==> src/rtl/ex_pkg.sv <==
// Shared encodings for the EX stage: ALU operations, mul/div operations,
// default mul/div latencies and the mul/div unit state encoding.
package ex_pkg;

  typedef enum logic [3:0] {
    ALU_ADD, ALU_SUB, ALU_AND, ALU_OR, ALU_XOR, ALU_NOR,
    ALU_SLT, ALU_SLTU, ALU_SLL, ALU_SRL, ALU_SRA, ALU_LUI
  } alu_ctrl_e;

  typedef enum logic [3:0] {
    MD_NONE, MD_MULT, MD_MULTU, MD_DIV, MD_DIVU,
    MD_MFHI, MD_MFLO, MD_MTHI, MD_MTLO
  } md_op_e;

  typedef enum logic {MD_IDLE, MD_BUSY} md_state_e;

  localparam int DEF_MULT_CYCLES = 5;
  localparam int DEF_DIV_CYCLES  = 10;

endpackage

==> src/rtl/muldiv_unit.sv <==
// Multi-cycle multiply/divide unit with HI/LO registers. Operands are latched
// at start; the result is computed from the latched copy and lands on the last busy edge.
module muldiv_unit
  import ex_pkg::*;
#(
  parameter int WIDTH       = 32,
  parameter int MULT_CYCLES = DEF_MULT_CYCLES,
  parameter int DIV_CYCLES  = DEF_DIV_CYCLES
) (
  input  logic             clk,
  input  logic             reset,
  input  logic             start,
  input  logic [3:0]       op,
  input  logic [WIDTH-1:0] a,
  input  logic [WIDTH-1:0] b,
  input  logic             mthi_we,
  input  logic             mtlo_we,
  input  logic [WIDTH-1:0] wdata,
  output logic [WIDTH-1:0] hi,
  output logic [WIDTH-1:0] lo,
  output logic             busy
);

  md_state_e        state_q, state_d;
  logic [31:0]      cnt_q, cnt_d;
  logic [3:0]       op_q, op_d;
  logic [WIDTH-1:0] a_q, a_d, b_q, b_d, hi_q, hi_d, lo_q, lo_d;

  logic               is_signed, a_neg, b_neg;
  logic [2*WIDTH-1:0] mul_a, mul_b, prod;
  logic [WIDTH-1:0]   mag_a, mag_b, q_mag, r_mag, quo, rem;

  // Signed ops sign-extend into a 2*WIDTH product; divide works on magnitudes
  // so most-negative / -1 wraps back to most-negative with a zero remainder.
  always_comb begin
    is_signed = (op_q == MD_MULT) || (op_q == MD_DIV);
    a_neg     = is_signed & a_q[WIDTH-1];
    b_neg     = is_signed & b_q[WIDTH-1];
    mul_a     = {{WIDTH{a_neg}}, a_q};
    mul_b     = {{WIDTH{b_neg}}, b_q};
    prod      = mul_a * mul_b;
    mag_a     = a_neg ? -a_q : a_q;
    mag_b     = b_neg ? -b_q : b_q;
    q_mag     = (mag_b != '0) ? mag_a / mag_b : '0;
    r_mag     = (mag_b != '0) ? mag_a % mag_b : '0;
    quo       = (a_neg ^ b_neg) ? -q_mag : q_mag;
    rem       = a_neg ? -r_mag : r_mag;
  end

  always_comb begin
    state_d = state_q;
    cnt_d   = cnt_q;
    op_d    = op_q;
    a_d     = a_q;
    b_d     = b_q;
    hi_d    = hi_q;
    lo_d    = lo_q;
    case (state_q)
      MD_IDLE: begin
        if (start) begin
          state_d = MD_BUSY;
          op_d    = op;
          a_d     = a;
          b_d     = b;
          cnt_d   = ((op == MD_DIV) || (op == MD_DIVU)) ? 32'(DIV_CYCLES) : 32'(MULT_CYCLES);
        end else begin
          if (mthi_we) hi_d = wdata;
          if (mtlo_we) lo_d = wdata;
        end
      end
      default: begin
        cnt_d = cnt_q - 32'd1;
        if (cnt_q == 32'd1) begin
          state_d = MD_IDLE;
          if ((op_q == MD_MULT) || (op_q == MD_MULTU)) begin
            hi_d = prod[2*WIDTH-1:WIDTH];
            lo_d = prod[WIDTH-1:0];
          end else if (b_q != '0) begin
            hi_d = rem;
            lo_d = quo;
          end
        end
      end
    endcase
  end

  always_ff @(posedge clk) begin
    if (!reset) begin
      state_q <= MD_IDLE;
      cnt_q   <= '0;
      op_q    <= '0;
      a_q     <= '0;
      b_q     <= '0;
      hi_q    <= '0;
      lo_q    <= '0;
    end else begin
      state_q <= state_d;
      cnt_q   <= cnt_d;
      op_q    <= op_d;
      a_q     <= a_d;
      b_q     <= b_d;
      hi_q    <= hi_d;
      lo_q    <= lo_d;
    end
  end

  assign hi   = hi_q;
  assign lo   = lo_q;
  assign busy = (state_q == MD_BUSY);

endmodule

==> src/rtl/ex_muldiv_stage.sv <==
// EX stage: ALU, B-operand mux and result mux, plus an optional HI/LO mul/div
// unit enabled by defining EX_MULDIV_EN (without it busy/stall are 0, MFHI/MFLO read 0).
module ex_muldiv_stage
  import ex_pkg::*;
#(
  parameter int WIDTH       = 32,
  parameter int MULT_CYCLES = DEF_MULT_CYCLES,
  parameter int DIV_CYCLES  = DEF_DIV_CYCLES
) (
  input  logic             clk,
  input  logic             reset,
  input  logic [WIDTH-1:0] rs_val,
  input  logic [WIDTH-1:0] rt_val,
  input  logic [WIDTH-1:0] imm,
  input  logic [WIDTH-1:0] pc,
  input  logic [3:0]       alu_ctrl,
  input  logic             alu_src,
  input  logic             link_en,
  input  logic [3:0]       md_op,
  input  logic             issue,
  input  logic             flush,
  output logic [WIDTH-1:0] result,
  output logic             zero,
  output logic             busy,
  output logic             stall
);

  localparam int SHW = $clog2(WIDTH);

  logic [WIDTH-1:0] b_op, alu_out, hi_v, lo_v;
  logic [SHW-1:0]   shamt;

  assign b_op  = alu_src ? imm : rt_val;
  assign shamt = b_op[SHW-1:0];

  always_comb begin
    alu_out = '0;
    case (alu_ctrl)
      ALU_ADD:  alu_out = rs_val + b_op;
      ALU_SUB:  alu_out = rs_val - b_op;
      ALU_AND:  alu_out = rs_val & b_op;
      ALU_OR:   alu_out = rs_val | b_op;
      ALU_XOR:  alu_out = rs_val ^ b_op;
      ALU_NOR:  alu_out = ~(rs_val | b_op);
      ALU_SLT:  alu_out = WIDTH'($signed(rs_val) < $signed(b_op));
      ALU_SLTU: alu_out = WIDTH'(rs_val < b_op);
      ALU_SLL:  alu_out = rs_val << shamt;
      ALU_SRL:  alu_out = rs_val >> shamt;
      ALU_SRA:  alu_out = WIDTH'($signed(rs_val) >>> shamt);
      ALU_LUI:  alu_out = b_op << 16;
      default:  alu_out = '0;
    endcase
  end

`ifdef EX_MULDIV_EN
  logic md_start, md_is_muldiv, md_ok;

  // Nothing is accepted while busy; stall holds ID/EX until the unit frees up.
  assign md_is_muldiv = (md_op == MD_MULT) || (md_op == MD_MULTU) ||
                        (md_op == MD_DIV)  || (md_op == MD_DIVU);
  assign md_ok        = issue & ~flush & ~busy;
  assign md_start     = md_ok & md_is_muldiv;
  assign stall        = issue & (md_op != MD_NONE) & busy;

  muldiv_unit #(
    .WIDTH      (WIDTH),
    .MULT_CYCLES(MULT_CYCLES),
    .DIV_CYCLES (DIV_CYCLES)
  ) u_muldiv (
    .clk    (clk),
    .reset  (reset),
    .start  (md_start),
    .op     (md_op),
    .a      (rs_val),
    .b      (rt_val),
    .mthi_we(md_ok & (md_op == MD_MTHI)),
    .mtlo_we(md_ok & (md_op == MD_MTLO)),
    .wdata  (rs_val),
    .hi     (hi_v),
    .lo     (lo_v),
    .busy   (busy)
  );
`else
  wire unused_md = &{1'b0, clk, reset, issue, flush};
  assign hi_v  = '0;
  assign lo_v  = '0;
  assign busy  = 1'b0;
  assign stall = 1'b0;
`endif

  always_comb begin
    result = alu_out;
    if (link_en)                result = pc + WIDTH'(8);
    else if (md_op == MD_MFHI)  result = hi_v;
    else if (md_op == MD_MFLO)  result = lo_v;
  end

  assign zero = (alu_out == '0);

endmodule

==> config.mk <==
export PLATFORM = sky130hd
export DESIGN_NAME = ex_muldiv_stage
export DESIGN_NICKNAME = d
export VERILOG_FILES = /design/src/rtl/ex_pkg.sv /design/src/rtl/muldiv_unit.sv /design/src/rtl/ex_muldiv_stage.sv
export SDC_FILE = /design/constraint.sdc
export NUM_CORES = 1
export LEC_CHECK = 0
export ABC_AREA = 1
export CAP_MARGIN = 20
export CORE_MARGIN = 5
export CORE_UTILIZATION = 53
export DETAILED_ROUTE_END_ITERATION = 10
export PLACE_DENSITY = 0.81
export SYNTH_ARGS = -nofsm -noshare
export SYNTH_HDL_FRONTEND = slang
export SYNTH_HIERARCHICAL = 1
export SYNTH_SLANG_ARGS = --single-unit
export TNS_END_PERCENT = 10
==> constraint.sdc <==
create_clock -name vclk -period 5.9
set_input_delay 1.475 -clock vclk [all_inputs]
set_output_delay 1.475 -clock vclk [all_outputs]
set_load 0.05 [all_outputs]
==> results of run 1 <==
## per-layer routing
metal | GRT usage, % | GRT overflow
met5 | 55.87 | 8
met4 | 92.49 | 224
met3 | 78.27 | 33
met2 | 99.42 | 430
met1 | 83.84 | 48
## stage by stage
step	instance area, um^2	hold slack (ns)	cells
after floorplan	11910	3.334	2472
after global placement	16790	3.726	3220
after detailed placement	16790	3.731	3220
after CTS	17480	3.731	3225
## logic make-up after synthesis
group	after synthesis
xor+xnor	10
other cells	1
simple gates	1618
compound gates	308
fa+ha+maj	107
buf+inv	427
## cell usage after synthesis (all sizes together)
master,instances
o21a,5
o31ai,1
a32o,11
a21o,1
nand4,35
clkbuf,55
o2111ai,3
o2111a,1
xnor2,1
fa,2
o221ai,5
o41ai,1
nand3b,3
o21bai,10
nor2,225
nor4,5
xor2,9
inv,322
o21ai,146
a21boi,1
a211oi,5
and2,7
o22ai,11
nor3,28
buf,49
or2,25
a31oi,6
conb,1
nor3b,1
clkinv,1
a22o,8
and3,1
a221oi,7
o211ai,3
nand3,491
ha,105
nand2,797
a21oi,83
## what timing repair did
action | in CTS
hold endpoints to repair | 0
endpoints found under the setup margin | 29
pin swaps | 62
setup buffers | 5
hold buffers | 0
resized for setup | 211
==> flow_summary_export.csv, run 1 <==
group,metric,value,unit
placed_design,port_buffers,171,
logic_synthesis,synth_top_family_by_area,"simple AND/OR/NAND/NOR gates",
sta,grt_repair_worst_endpoint,"zero",
sta,worstEpCategory,"top-level output",
logic_synthesis,synth_area_leaders,"nand2_1 25%, nand3_1 21%, ha_1 11%",
floorplan,die_w,159.8,um
grt,grtUsageTotal,87.41,%
logic_synthesis,seq_area_frac_synth,0,%
floorplan,rows,54,
status,status,"aborted with a tool error",
logic_synthesis,ys_warn_count,6,
logic_synthesis,syn_area,11890,um^2
logic_synthesis,synthMuxAreaShare,0,%
logic_synthesis,synth_largest_area_cell,"nand2_1",
grt,overflow,743,
floorplan,io_pins,177,
logic_synthesis,synth-xor-area-share,0.7364,%
placed_design,gp_congestion,1.324,
placed_design,dp_slack,-0.4575,ns
placed_design,dp_hpwl,50.60,mm
floorplan,start_util,54.17,%
logic_synthesis,synthSimpleGateAreaFrac,58.31,%
logic_synthesis,syn_inst,2471,
logic_synthesis,synth_area_per_cell,4.813,um^2
status,tool.error,"[ERROR GRT-0232] Routing congestion too high. Check the congestion heatmap in the GUI.",
grt,grt_max_degree,70,
logic_synthesis,synth.distinct_cells,49,
logic_synthesis,synth_compound_area_share,15.15,%
logic_synthesis,yosysTopAreaCellShare,24.99,%
status,stop_stage,"global routing (5_1_grt)",
logic_synthesis,synth_fa_ha_area_share,11.38,%
floorplan,fp.dieH,159.8,um
==> run 2: changes to the inputs <==
Settings changed: CORE_UTILIZATION 53 to 40, PLACE_DENSITY 0.81 to not set, PLACE_DENSITY_LB_ADDON set to 0.15.
Clock period 5.9 ns to 7.65 ns, I/O delays scaled along.
==> run 2 against run 1 <==
Net effect: the flow now finishes without violations; synthesized cell count did not move; synthesized area did not move.
==> flow_summary_export.csv, run 2 <==
group,metric,value,unit
status,status,"finished, final reports clean",
placed_design,dp_slack,0.1769,ns
logic_synthesis,seq_area_frac_synth,0,%
layout,area_growth,24.03,%
grt,use_met1,53.62,%
placed_design,gp_congestion,1.064,
drt,routed_via_density,5.933,
sta,period_share,98.52,%
drt,drc,0,
grt,antenna_found_initial,1,
sta,setup_violations,0,
drt,antenna_left,0,
setup_path,crit_chain,"clkdlybuf4s50_1, or2_2, o21ai_0, ha_2, buf_4, nand2_1, nor2_1, nand2_1, nand2_1, nand2_1, nand2_1, o21ai_0, nand2_1, nand3_1, nor2_1, nand2_1, nor2_1, nand2_1, nor2_1, nand2_1, nor2_1, buf_12",
drt,wl,68.30,mm
sta,slew_violations,0,
grt,grtUsageMet2,57.84,%
floorplan,design.core.area,29480,um^2
power_and_ir_drop,p_leak,7.756,nW
floorplan,start_util,40.34,%
logic_synthesis,synth_area_per_cell,4.813,um^2
placed_design,dp_cells,3035,
placed_design,dp_hpwl,56.89,mm
logic_synthesis,synth.distinct_cells,49,
layout,layout_common_cells,"791 x nand2_1, 489 x nand3_1, 317 x inv_1",
layout,diodes,0,
sta,min_period,7.537,ns
setup_path,crit_path_frequent_cell,"nand2_1",
grt,overflow,0,
setup_path,crit_path_start_kind,"input pin",
layout,nets,2898,
flow_run,drv_cap,0,
power_and_ir_drop,power_density,92.49,nW/um^2
logic_synthesis,synth_largest_area_cell,"nand2_1",
logic_synthesis,ys_warn_count,6,
sta,final.setup.worst_slack,0.1130,ns
layout,seq_area,0,um^2
setup_path,crit_family,"simple AND/OR/NAND/NOR gates",
clock_tree,ctsHoldBuffers,0,
grt,grt_max_degree,70,
floorplan,rows,63,
logic_synthesis,yosysMostFrequentCell,"nand2_1",
drt,wl_per_cell,22.49,um
setup_path,end_kind,"primary output",
min_path,hold_depth,3,
floorplan,die_w,182.4,um
placed_design,port_buffers,171,
setup_path,critPathMaxStageDelay,0.39,ns
layout,final_common_cell,"nand2_1",
logic_synthesis,yosysTopAreaCellShare,24.99,%
grt,globalRouteMet3Util,6.717,%
setup_path,crit_type,"input pin to primary output",
drt,vias,18019,
floorplan,io_pins,177,
layout,fin_cells,3037,
setup_path,critical_path_buf_inv_count,3,
min_path,hold_path_class,"input pin to primary output",
grt,busiest_layer,"met2",
layout,seq_cells,0,
sta,fmax,132.7,MHz
setup_path,critPathSlowestCell,"clkdlybuf4s50_1",
setup_path,critical_path_arrival,5.62,ns
sta,relSlewSlack,33.79,%
drt,first_pass_iters,6,
min_path,hp-start,"pc[1]",
setup_path,worst-path-max-fanout,5,
grt,grtUsageTotal,38.83,%
power_and_ir_drop,peakVddDrop,0.04496,mV
layout,drive_above_1_share,7.480,%
drt,drt_iter0_drc,2602,
logic_synthesis,synth_commonest_cells,"792 x nand2_1, 491 x nand3_1, 317 x inv_1",
grt,first_global_vias,16284,
sta,finalHoldViolations,0,
floorplan,fp.dieH,182.4,um
layout,clockBufferCount,0,
setup_path,crit_required,5.74,ns
grt,grt_first_pass_wirelength,100.8,mm
min_path,hold_end,"result[1]",
logic_synthesis,synth_area_leaders,"nand2_1 25%, nand3_1 21%, ha_1 11%",
logic_synthesis,syn_area,11890,um^2
floorplan,die_area,33280,um^2
layout,final_util,50.04,%
sta,tightest_slew,0.9895,ns
logic_synthesis,syn_inst,2471,
==> run 2: cell families (layout without fill, tap and decap cells) <==
logic type	count (synthesis)	in the layout	synth area share, %
and+or+nand+nor	1618	1618	58.31
AOI/OAI and AO/OA	308	308	15.15
xor gates and xnor gates	10	10	0.7364
other	1	2	0.03153
buffers and inverters	427	602	14.39
adders and majority gates	107	107	11.38
==> run 2: how the worst max path moves through the flow <==
| stage | startpoint | to | slack (ns) | cells after the start |
|---|---|---|---|---|
| 2_1_floorplan | alu_src | zero | 0.47 | 23 |
| 3_3_place_gp | alu_src | zero | 0.18 | 22 |
| 3_5_place_dp | alu_src | zero | 0.18 | 22 |
| 4_1_cts | alu_src | zero | 0.17 | 22 |
| 5_1_grt | alu_src | zero | -0.02 | 26 |
| 6_report | imm[6] | zero | 0.11 | 22 |
==> run 2: stage by stage <==
stage	power [W]	TNS [ns]	instance area (um^2)	hold WS, ns
after global routing	0.001458	-0.01858	14750	4.625
after global placement	0.001298	0	14690	4.598
after detailed placement	0.001305	0	14690	4.596
final	0.001364	0	14750	4.595
after CTS	0.001311	0	14690	4.596
after floorplan	0.0007703	0	11900	4.209
==> run 2: cell type report <==
class                      instances  area, um^2
inverter                         323        1215
timing repair buffer             279        2789
multi-input combinational       2045       10260
tap                              390       488.0
fill                            3295       14730
==> run 2: per-layer routing <==
layer  part of all wire [%]  vias up  wire, um
met3                     11      209      7667
met1                     41     8170     28170
li1                       -     8440         -
met5                  0.010        -         7
met2                     41     1198     27930
met4                    6.6        2      4537
==> run 2: what timing repair did <==
action	CTS	global route
setup endpoints to repair	0	1
resized for setup	0	20
hold endpoints to repair	0	0
buffers inserted	0	2
==> run 2: power by group <==
| part | switching [W] | total (W) | internal [W] |
|---|---|---|---|
| combinational | 0.000909 | 0.00136 | 0.000455 |
| clock | 0 | 0 | 0 |
| sequential | 0 | 0 | 0 |
No activity file was read; power rests on OpenSTA's default activity.
==> run 3: changes to the inputs <==
Settings changed: CORE_UTILIZATION 40 to 35.
==> run 3 against run 2 <==
Net effect: final cell count up 1.9%; sequential share of layout area did not move; setup slack better by 0.032 ns; cell area up 0.61%; first-iteration DRC count fell by 8.6%; die area rose by 13%; highest routed layer unchanged; flip-flop and latch count stayed put; maximum frequency grew 0.42%; core utilization decreased by 5.8 points.
==> flow_summary_export.csv, run 3 (same netlist as run 2, synthesis figures left out) <==
group,metric,value,unit
drt,routed_via_density,5.692,
layout,diodes,0,
layout,area_growth,24.78,%
layout,drive_above_1_share,7.704,%
floorplan,design.core.area,33530,um^2
setup_path,crit_type,"input pin to primary output",
sta,relSlewSlack,35.49,%
min_path,hold_path_class,"input pin to primary output",
floorplan,die_w,194.3,um
grt,grt_max_degree,70,
grt,grt_first_pass_wirelength,101.4,mm
sta,min_period,7.505,ns
grt,first_global_vias,16047,
floorplan,die_area,37770,um^2
grt,antenna_found_initial,2,
grt,overflow,0,
sta,rsz0062_at_grt,"no",
placed_design,gp_congestion,1.021,
placed_design,postPlaceCellArea,14770,um^2
placed_design,port_buffers,171,
status,status,"finished, final reports clean",
sta,finalHoldViolations,0,
drt,wl,69.46,mm
floorplan,start_util,35.47,%
setup_path,end_kind,"primary output",
sta,setup_violations,0,
layout,fin_cells,3096,
setup_path,worst-path-max-fanout,22,
drt,antenna_left,0,
layout,seq_cells,0,
sta,slew_violations,0,
power_and_ir_drop,peakVddDrop,0.07837,mV
drt,vias,17623,
layout,seq_area,0,um^2
power_and_ir_drop,p_leak,7.757,nW
placed_design,dp_cells,3095,
drt,drt_iter0_drc,2379,
layout,layout_common_cells,"790 x nand2_1, 491 x nand3_1, 317 x inv_1",
setup_path,crit_required,5.74,ns
setup_path,crit_path_start_kind,"input pin",
sta,fmax,133.2,MHz
flow_run,drv_cap,0,
sta,period_share,98.11,%
drt,first_pass_iters,6,
drt,drc,0,
drt,wl_per_cell,22.44,um
layout,clockBufferCount,0,
power_and_ir_drop,power_density,91.53,nW/um^2
floorplan,fp.dieH,194.3,um
floorplan,rows,67,
setup_path,critical_path_arrival,5.59,ns
layout,nets,2899,
sta,setup_tns,0,ns
placed_design,dp_hpwl,58.10,mm
sta,tightest_slew,0.9666,ns
floorplan,io_pins,177,
layout,n_fill_cell,3926,
layout,final_area,14840,um^2
grt,grtUsageTotal,34.35,%
layout,final_common_cell,"nand2_1",
-- run 3: what timing repair did --
| item | CTS | global route |
|---|---|---|
| setup endpoints to repair | 0 | 1 |
| gates resized for setup | 0 | 27 |
| hold buffers | 0 | 0 |
| buffers inserted | 0 | 1 |
-- run 3: layer usage --
layer	global-route usage, %	up-vias	part of all wire, %
met5	0	-	0.032
met4	14.35	4	5.3
met3	5.073	142	11
met2	51.20	1084	41
met1	49.28	7956	43
li1	-	8437	-
-- run 3: final cells by class --
type | count | area, um^2 | share of cell area (%)
multi-input combinational | 2045 | 10270 | 69.22
inverter | 323 | 1217 | 8.203
timing repair buffer | 280 | 2790 | 18.80
tap | 448 | 560.5 | 3.777
-- run 3: power by group --
group          switching (W)  leakage, nW  internal [W]
combinational       0.000904         7.76      0.000454
sequential                 0            0             0
clock                      0            0             0
-- run 3: worst paths after layout --
check / start / endpoint / slack (ns) / cells after the start
max: alu_src / zero / 0.14 / 23
min: pc[1] / result[1] / 4.60 / 3
-- run 3: worst max-delay path, stage by stage --
cell and delay (ns):
buf_2 0.14, buf_4 0.34, o21ai_0 0.17, buf_4 0.19, ha_1 0.41, buf_4 0.21, nand2_1 0.10, nor2_1 0.31
nand2_1 0.19, nor2_1 0.12, nand2_1 0.08, nand3_1 0.10, nand2_1 0.05, nand3_1 0.09, nand2_1 0.15, nor2_1 0.22
nand3_1 0.13, nor2_1 0.13, nand2_1 0.06, nor2_1 0.08, nand2_1 0.06, nor2_1 0.17, buf_12 0.17
-- run 3: stage by stage --
stage          hold WS [ns]  setup slack (ns)  total power (W)  utilization, %
5_1_grt               4.616          0.002203         0.001455           44.26
6_report              4.598            0.1446         0.001358           44.26
3_5_place_dp          4.601            0.1260         0.001307           44.06
2_1_floorplan         4.209            0.4687        0.0007703               -
4_1_cts               4.601            0.1196         0.001312           44.06
3_3_place_gp          4.597            0.1368         0.001303           44.06
